## config.mk

```make
export PLATFORM = sky130hd
export DESIGN_NAME = rotate_left_seq_flat
export DESIGN_NICKNAME = d
export VERILOG_FILES = /design/src/rtl/rotate_left_seq_pkg.sv /design/src/rtl/rotate_left_seq_if.sv /design/src/rtl/rotate_left_seq_cnt.sv /design/src/rtl/rotate_left_seq.sv /design/src/flat_wrapper.sv
export SDC_FILE = /design/constraint.sdc
export NUM_CORES = 1
export LEC_CHECK = 0
export ABC_AREA = 0
export CORE_UTILIZATION = 43
export CTS_CLUSTER_SIZE = 8
export DETAILED_ROUTE_END_ITERATION = 8
export PLACE_DENSITY = 0.75
export SYNTH_ARGS = -nofsm -noshare
export SYNTH_HDL_FRONTEND = slang
export SYNTH_SLANG_ARGS = --single-unit
```

## constraint.sdc

```tcl
create_clock -name clk -period 2 [get_ports clk]
set_clock_uncertainty 0.05 [all_clocks]
set_input_delay 0.4 -clock clk [delete_from_list [all_inputs] [get_ports clk]]
set_output_delay 0.4 -clock clk [all_outputs]
set_load 0.1 [all_outputs]
```

## src/rtl/rotate_left_seq_pkg.sv

```systemverilog
// Shared widths, state encoding and helpers
// for the serial rotate-left unit.
package rotate_left_seq_pkg;

  localparam int WIDTH = 16;
  localparam int CNT_W = $clog2(WIDTH);

  typedef enum logic [1:0] {
    ST_IDLE = 2'b00,
    ST_BUSY = 2'b01,
    ST_DONE = 2'b10
  } state_t;

  function automatic logic [WIDTH-1:0] rotl1(
    input logic [WIDTH-1:0] v
  );
    return {v[WIDTH-2:0], v[WIDTH-1]};
  endfunction

endpackage

```

## src/rtl/rotate_left_seq_if.sv

```systemverilog
// Start/done request bundle between a client
// and the serial rotate-left unit.
interface rotate_left_seq_if;
  import rotate_left_seq_pkg::*;

  logic             start;
  logic [WIDTH-1:0] In;
  logic [CNT_W-1:0] Cnt;
  logic             busy;
  logic             done;
  logic [WIDTH-1:0] Out;

  modport master (
    output start, In, Cnt,
    input  busy, done, Out
  );

  modport slave (
    input  start, In, Cnt,
    output busy, done, Out
  );

endinterface

```

## src/rtl/rotate_left_seq_cnt.sv

```systemverilog
// Loadable down-counter holding the remaining
// rotate amount; saturates at zero.
module rot_cnt_down #(
  parameter int W = 4
) (
  input  logic         clk,
  input  logic         rst,
  input  logic         i_load,
  input  logic         i_dec,
  input  logic [W-1:0] i_val,
  output logic         o_zero
);

  logic [W-1:0] r_cnt;

  // load wins over decrement; never wraps below 0
  always_ff @(posedge clk) begin
    if (rst)
      r_cnt <= '0;
    else if (i_load)
      r_cnt <= i_val;
    else if (i_dec && r_cnt != '0)
      r_cnt <= r_cnt - W'(1);
  end

  assign o_zero = (r_cnt == '0);

endmodule

```

## src/rtl/rotate_left_seq.sv

```systemverilog
// Serial rotate-left: one bit per clock under
// a start/done handshake, result held in sreg.
module rotate_left_seq
  import rotate_left_seq_pkg::*;
(
  input logic         clk,
  input logic         rst,
  rotate_left_seq_if.slave bus
);

  state_t           r_state;
  state_t           w_next;
  logic             w_load;
  logic             w_dec;
  logic             w_zero;
  logic [WIDTH-1:0] r_sreg;

  rot_cnt_down #(
    .W (CNT_W)
  ) u_cnt (
    .clk    (clk),
    .rst    (rst),
    .i_load (w_load),
    .i_dec  (w_dec),
    .i_val  (bus.Cnt),
    .o_zero (w_zero)
  );

  // state register
  always_ff @(posedge clk) begin
    if (rst)
      r_state <= ST_IDLE;
    else
      r_state <= w_next;
  end

  // next state, load and rotate strobes
  always_comb begin
    w_next = ST_IDLE;
    w_load = 1'b0;
    w_dec  = 1'b0;
    case (r_state)
      ST_IDLE: begin
        if (bus.start) begin
          w_load = 1'b1;
          w_next = ST_BUSY;
        end
      end
      ST_BUSY: begin
        if (!w_zero) begin
          w_dec  = 1'b1;
          w_next = ST_BUSY;
        end else begin
          w_next = ST_DONE;
        end
      end
      ST_DONE: begin
        if (bus.start) begin
          w_load = 1'b1;
          w_next = ST_BUSY;
        end
      end
      default: w_next = ST_IDLE;
    endcase
  end

  // operand shift register; also the result
  always_ff @(posedge clk) begin
    if (rst)
      r_sreg <= '0;
    else if (w_load)
      r_sreg <= bus.In;
    else if (w_dec)
      r_sreg <= rotl1(r_sreg);
  end

  assign bus.busy = (r_state == ST_BUSY);
  assign bus.done = (r_state == ST_DONE);
  assign bus.Out  = r_sreg;

endmodule

```

## src/flat_wrapper.sv

```systemverilog
// flat-port wrapper written by rule: the top's interface ports become plain ports
module rotate_left_seq_flat import rotate_left_seq_pkg::*;
  (clk, rst, bus_start, bus_In, bus_Cnt, bus_busy, bus_done, bus_Out);
  rotate_left_seq_if bus_i ();
  input logic clk;
  input logic rst;
  input wire logic [$bits(bus_i.start)-1:0] bus_start;
  input wire logic [$bits(bus_i.In)-1:0] bus_In;
  input wire logic [$bits(bus_i.Cnt)-1:0] bus_Cnt;
  output wire logic [$bits(bus_i.busy)-1:0] bus_busy;
  output wire logic [$bits(bus_i.done)-1:0] bus_done;
  output wire logic [$bits(bus_i.Out)-1:0] bus_Out;
  assign bus_i.start = bus_start;
  assign bus_i.In = bus_In;
  assign bus_i.Cnt = bus_Cnt;
  assign bus_busy = bus_i.busy;
  assign bus_done = bus_i.done;
  assign bus_Out = bus_i.Out;
  rotate_left_seq u_core (.clk(clk), .rst(rst), .bus(bus_i));
endmodule
```

Word-level counts from Yosys, hierarchy flattened
Index checks and enable logic that the tools add are counted.
- output and inout port bits: 18
- input bits: 23
- word-level logic and storage cells: 24
- register bits: 22
- equal/unequal tests: 2
- add/subtract/negate cells: 1
- reduce and logical (&&, ||, !) cells: 7
- multiplexer cells: 11
- operators by type and width (operator ; count):
    $mux 16 ; 2
    $mux 4 ; 2
    $mux 1 ; 5
    $logic_not 4->1 ; 1
    $pmux 2 s2 ; 1
    $reduce_bool 2->1 ; 2
    $reduce_bool 4->1 ; 1
    $sub 4x1->4 const B ; 1
    $eq 2x1->1 const B ; 1
    $eq 2x2->1 const B ; 1
    $logic_not 2->1 ; 1
    $mux 2 ; 1
    $reduce_or 2->1 ; 1
    $logic_and 1x1->1 ; 1

Logic depth before layout (Yosys ltp)
- depth after elaboration: 6
- mapped depth: 6
- gate-level depth less buffers: 5

Modules after synthesis
From an unflattened synthesis, not the netlist that was laid out.
- cell total of the unflattened synthesis: 128
- area total of the unflattened synthesis: 1051.0 um^2
- modules (own cells, without submodules) (module ; instances ; cells each ; area an instance (um^2) ; seq. area each (um^2)):
    rotate_left_seq ; 1 ; 99 ; 788.3 ; 360.3
    rot_cnt_down ; 1 ; 29 ; 262.8 ; 80.1

Worst setup path after synthesis
Ideal clock, no wire load.
- path kind: register -> output
- start: register u_core.r_state[0]
- end: output port bus_done
- path slack: -0.102 ns
- arrival time: 1.652 ns
- data required time: 1.550 ns
- stages on the path, launching flop included: 2
- cell sequence: dfxtp_1 -> nor2b_1
- longest elaborated chain between the ends: 1
- RTL lines (element ; RTL line ; source):
    start: declaration ; rotate_left_seq.sv:11 ; state_t r_state;
    start signal: assignment ; rotate_left_seq.sv:34 ; r_state <= w_next;
    $eq 2x2->1 ; rotate_left_seq.sv:78 ; assign bus.done = (r_state == ST_DONE);
    end: declaration ; flat_wrapper.sv:11 ; output wire logic [$bits(bus_i.done)-1:0] bus_done;
No other way between the ends.

Final worst setup path
- start: register u_core.u_cnt.r_cnt[0]
- end: register u_core.r_sreg[2] (netlist: u_core.bus.Out[2])
- longest elaborated chain between the ends: 4
- RTL lines (element ; RTL line ; source):
    start: declaration ; rotate_left_seq_cnt.sv:14 ; logic [W-1:0] r_cnt;
    start signal: assignment ; rotate_left_seq_cnt.sv:21 ; r_cnt <= i_val;
    start signal: assignment ; rotate_left_seq_cnt.sv:23 ; r_cnt <= r_cnt - W'(1);
    $logic_not 4->1 ; rotate_left_seq_cnt.sv:26 ; assign o_zero = (r_cnt == '0);
    $mux 1 ; rotate_left_seq.sv:50 ; if (!w_zero) begin
    $mux 1 ; rotate_left_seq.sv:42 ; case (r_state)
    $reduce_bool 2->1 (no line) ; - ;
    end signal: assignment ; rotate_left_seq.sv:72 ; r_sreg <= bus.In;
    end signal: assignment ; rotate_left_seq.sv:74 ; r_sreg <= rotl1(r_sreg);
    end: declaration ; rotate_left_seq.sv:16 ; logic [WIDTH-1:0] r_sreg;
No other way between the ends.
A chain may end at the register's enable or synchronous reset.

==> run_results.csv <==
group,metric,value,unit
yosys,ys_seq_elements,22,
clock_network,clockBufferDepth,2,
power_and_ir_drop,power.switching,0.6822,mW
power_and_ir_drop,pwr-share-seq,0.362,
critical_path,required,2130,ps
sta,fmax,573.8,MHz
global_route,grt_pass1_wl,4719,um
cells_and_area,multiInputGateArea,586.8,um2
clock_network,cts_tree,"yes",
power_and_ir_drop,pwr-share-comb,0.471,
cells_and_area,area_growth,42.97,%
power_and_ir_drop,powerDensity,952.7,nW/um2
clock_network,postCtsSetupBuffers,0,
cells_and_area,stdcell_area,1565,um2
clock_network,cts_num_sinks,22,
yosys,yosysSeqAreaShare,0.4023,
clock_network,cts_inserted_buffers,3,
worst_hold_path,worstHoldStart,"u_core.u_cnt.r_cnt[0]$_SDFFE_PP0P_",
worst_hold_path,holdPathStages,2,
power_and_ir_drop,power_leakage,0.6148,nW
routing,drtIter0Drc,11,
sta,rsz0062_at_grt,"false",
cells_and_area,n_antenna_cell,0,
critical_path,crit_type,"flop to flop",
global_route,antenna_found_initial,0,
floorplanning,dieArea,2752,um2
clock_network,cts.hold.buffers_added,0,
sta,finalCritPeriodShare,0.8714,
sta,post-route-min-period,1743,ps
yosys,avgSynthCellArea,8.487,um2
yosys,synthDominantCellAreaShare,0.4023,
yosys,synth_common_cells,"nor2_1 (35), dfxtp_1 (22), nor3_1 (17)",
cells_and_area,drive_gt1_frac,0.2515,
sta,holdWs,488.8,ps
cells_and_area,final_nets,196,
placement,gp_congestion,0.7181,
yosys,synth_most_common_cell,"nor2_1",
critical_path,start_kind,"flop",
clock_network,htreeDepth,1,
clock_network,cts.root.buffer_cell,"clkbuf_4",
power_and_ir_drop,clockPowerShare,0.167,
critical_path,cp.arrival,1870,ps
job,cap_violations,0,
critical_path,crit_path_end_kind,"flop",
placement,place_hpwl,1951,um
global_route,grt_max_degree,19,
placement,placedInstanceArea,1524,um2
sta,hold_viol_final,0,
routing,vias_per_cell,5.663,
placement,numPortBuffers,40,
global_route,grtUsageTotal,0.2261,
yosys,ys_top_cells_by_area,"dfxtp_1 (40%), nor2_1 (12%), a2111oi_2 (11%)",
yosys,synth_cell_types,25,
sta,max_slew_margin,0.7427,
power_and_ir_drop,netSwitchingFraction,0.4575,
critical_path,startpoint,"u_core.u_cnt.r_cnt[0]$_SDFFE_PP0P_",
sta,setup_viol,0,
yosys,ys_async_sr_fraction,0,
yosys,synth_nets,153,
yosys,synth_edf_count,0,
floorplanning,core,2297,um2
global_route,grt_overflow_total,0,
routing,wl,2775,um
sta,maxSlewViolCount,0,
routing,dr.pass1.iters,4,
floorplanning,core.rowCount,17,
sta,worst_slew_pin_slew,376.2,ps
cells_and_area,utilization,0.6814,
critical_path,reg2reg_slack,260,ps
yosys,yosys.area.top_type,"dfxtp_1",
power_and_ir_drop,p_int,0.8089,mW
yosys,synth_flop_cell,"dfxtp_1",
routing,antenna_left,0,
critical_path,crit_fanout,18,
critical_path,rr_worst_depth,5,
floorplanning,start_util,0.4766,
routing,drcViolationCount,0,
clock_network,clk_latency,300,ps
floorplanning,die_h,52.46,um
yosys,synth_cells,129,
floorplanning,io_pins,41,
worst_hold_path,hold_path.class,"flop to flop",
cells_and_area,n_fill_cell,204,
cells_and_area,final-seq-area,440.4,um2
sta,setup_tns,0,ps
global_route,grt_pass1_vias,1099,
clock_network,clkTransAtPathRegs,130,ps
routing,vias,1127,
outcome,status,"complete, no violations",
yosys,synth_area,1095,um2
routing,routedWlPerCell,13.94,um
critical_path,r2r-start,"u_core.u_cnt.r_cnt[0]$_SDFFE_PP0P_",
floorplanning,dieWidth,52.46,um
yosys,synth-warning-count,0,
power_and_ir_drop,ir_drop,0.6194,mV
through the flow:
step | worst slack, ps | power, mW | cells
2_1_floorplan | 14.91 | 1.066 | 129
3_3_place_gp | 118.5 | 1.238 | 195
3_5_place_dp | 133.2 | 1.249 | 195
4_1_cts | 93.96 | 1.500 | 199
5_1_grt | 94.74 | 1.552 | 199
6_report | 257.1 | 1.491 | 199
power by group through the flow:
| stage | registers, mW | logic, mW | clock network (mW) |
|---|---|---|---|
| after floorplan | 0.838 | 0.229 | 0 |
| after detailed placement | 0.549 | 0.701 | 0 |
| after global placement | 0.546 | 0.692 | 0 |
| final | 0.539 | 0.703 | 0.249 |
| after CTS | 0.539 | 0.702 | 0.258 |
| after global routing | 0.545 | 0.741 | 0.265 |
final timing paths:
kind / endpoint
worst min-delay path: u_core.u_cnt.r_cnt[0]$_SDFFE_PP0P_
worst max register to register: u_core.bus.Out[2]$_SDFFE_PP0P_
worst min register to register: u_core.u_cnt.r_cnt[0]$_SDFFE_PP0P_
worst max-delay path: u_core.bus.Out[2]$_SDFFE_PP0P_
state kept, by name (all words and copies together) (netlist names):
name	flops
u_core.bus.Out	16
u_core.u_cnt.r_cnt	4
u_core.r_state	2
cell usage in the layout, fill, tap and decap left out, drive strengths merged, types with 2 or more instances in the layout:
cell / Yosys / routed
nor2: 35 / 35
buf: 7 / 27
clkdlybuf4s50: 0 / 22
dfxtp: 22 / 22
nor3: 17 / 17
a2111oi: 16 / 16
inv: 5 / 5
clkbuf: 4 / 4
o21ai: 3 / 3
a311oi: 3 / 3
nand2b: 2 / 2
or3: 2 / 2
nand3: 2 / 2
nor2b: 2 / 2
timing repair:
action	CTS	global route
hold endpoints to repair	0	0
gates resized for setup	0	1
setup endpoints to repair	0	7
routing by layer:
layer | track usage | vias up | routed length [um]
li1 | - | 556 | -
met1 | 0.2814 | 533 | 1301
met2 | 0.4093 | 36 | 1309
met3 | 0.02609 | 2 | 151
met4 | 0.05263 | 0 | 13
met5 | 0 | - | 0
worst max-delay path, cell delays in order, from the launching register on:
cell       delay, ps
dfxtp_1          340
inv_1             70
ha_1             220
or3b_2           520
nand2_4          240
a2111oi_0        160
final cells by class:
type                            count  area share
Clock buffer                        4     0.02318
Tap cell                           28     0.02238
Timing Repair Buffer               49      0.2862
Sequential cell                    22      0.2814
Multi-Input combinational cell     91      0.3749
Inverter                            5     0.01199
logic make-up after synthesis:
group,after synthesis,share of synthesized area
flops,22,0.4023
simple gates,65,0.2869
compound gates,25,0.2309
fa+ha+maj,1,0.01143
buf+inv,16,0.06856
(Power assumes the default switching activity.)
==> edit, RTL diff (same settings) <==
Set the package constant `WIDTH` to 64 (it was 16).
--- a/src/rtl/rotate_left_seq_pkg.sv
+++ b/src/rtl/rotate_left_seq_pkg.sv
@@ -2,7 +2,7 @@
 // for the serial rotate-left unit.
 package rotate_left_seq_pkg;
 
-  localparam int WIDTH = 16;
+  localparam int WIDTH = 64;
   localparam int CNT_W = $clog2(WIDTH);
 
   typedef enum logic [1:0] {
Ports: changed (resized bus_Cnt, bus_In and bus_Out); port bits go from 41 to 139. The function was not compared with the original's and may differ.
==> edit against the original RTL <==
- sequential cell count grew 50
- worst setup slack lost 0.069 ns
- cell area grew to 3.0 times the old value
- core utilization grew 0.19 points
- wire length grew to 2.8 times the old value
- synthesized cell count grew to 2.5 times the old value
- synthesized area grew to 2.8 times the old value
- total power grew to 3.1 times the old value
- largest cell class unchanged
- largest power group is now sequential cells
- highest routed layer unchanged
==> edit: results <==
{
  "outcome": "finished clean",
  "use_met3_pct": 5.52,
  "yosysWarnings": 0,
  "worst_path_largest_cell_delay_ns": 0.43,
  "p_leak_nw": 2.17,
  "synthTopCellsByArea": "dfxtp_1, mux2i_1, o21ai_1",
  "cp-startpoint": "u_core.u_cnt.r_cnt[2]",
  "met2_usage_pct": 34.6,
  "dr_wl_met3_um": 475,
  "crit_arrival_ns": 1.98,
  "finalMaxSlewViolations": 0,
  "synth_cell_types": 29,
  "ys_seq_area_share_pct": 46.8,
  "hpwl_um": 5480,
  "drive_gt1_share_pct": 20.7,
  "syn_area_per_cell_um2": 9.38,
  "clockRootBuffer": "clkbuf_8",
  "layoutNonFillerInstCount": 564,
  "hold_end": "u_core.u_cnt.r_cnt[1]",
  "yosys-top-cells-count": "dfxtp_1, mux2i_1, nand2_1, o21ai_1, clkbuf_1",
  "via_per_inst": 4.88,
  "htree_levels": 3,
  "first_global_vias": 2670,
  "cts_resized": 0,
  "synth_fp_nets": 402,
  "min_from": "u_core.u_cnt.r_cnt[1]",
  "largest_reg_flops": 64,
  "grt_use_met1_pct": 26.6,
  "reg2reg_slack_ns": 0.19,
  "ant_nets": 0,
  "grt_max_degree": 65,
  "wl_met2_um": 3720,
  "grt_usage_pct": 21.1,
  "ir_drop_v": 0.000463,
  "clk_latency_ns": 0.34,
  "crit_path_end_kind": "flop",
  "rr_endpoint": "u_core.bus.Out[18]",
  "min_path_type": "flop to flop",
  "gp_congestion": 0.759,
  "io_buffers": 138,
  "cts_buffers": 9,
  "drt-total-wl_um": 7770,
  "fillers": 564,
  "placedCellCount": 548,
  "drt_iter0_drc": 143,
  "final_nets": 537,
  "crit_path_max_fanout": 42,
  "maxSlewHeadroom_pct": 69.4,
  "clk_pin_slew_ns": 0.09,
  "post-cts-setup-buffers": 0,
  "critPathSlowestCell": "or3_4",
  "grt_pass1_wl_um": 12500,
  "wl_met1_um": 3510,
  "place_area_mm2": 0.00447
}
-- edit: cell count changes after synthesis, sizes merged, moves of 3 or more --
cell	unedited run	this run
a2111oi	16	0
a211oi	0	4
clkbuf	4	16
dfxtp	22	72
mux2i	0	64
nand2	1	63
nand2b	2	5
nor2	35	7
nor3	17	2
o21ai	3	65
-- edit: where the power goes --
group / leakage (nW) / switching (W) / total (W) / internal, W
Combinational: 1.46 / 0.00113 / 0.00165 / 0.000513
Clock: 0.113 / 0.000552 / 0.00130 / 0.000743
Sequential: 0.593 / 0.000109 / 0.00167 / 0.00156
Total: 2.17 / 0.00180 / 0.00461 / 0.00282
-- edit: final cells by class --
type	instances	area share [%]
multi-input combinational	230	31.6
sequential	72	30.7
timing repair buffer	147	30.0
clock buffer	10	2.93
tap	96	2.56
clock inverter	6	1.92
inverter	3	0.240
-- edit: worst reg2reg max path, cell delays in order (launching register included) --
cell     delay, ns
dfxtp_1       0.36
or3_4         0.43
o21ai_4       0.21
buf_12        0.31
mux2i_1       0.26
o21ai_1       0.07
-- edit: stage by stage --
| stage | util [%] | setup slack, ns | hold WS (ns) |
|---|---|---|---|
| after floorplan | - | 0.0653 | 0.404 |
| after global placement | 65.0 | 0.236 | 0.419 |
| after detailed placement | 65.0 | 0.207 | 0.428 |
| after CTS | 68.3 | 0.180 | 0.439 |
| after global routing | 68.3 | 0.0683 | 0.455 |
| final | 68.3 | 0.188 | 0.439 |
-- edit: kinds of logic after synthesis --
family	count (synthesis)	share of synthesized area, %
mux	64	20.8
flops	72	46.8
simple gates	84	11.7
xor+xnor	2	0.569
compound gates	79	14.0
fa+ha+maj	1	0.406
buf+inv	26	5.61
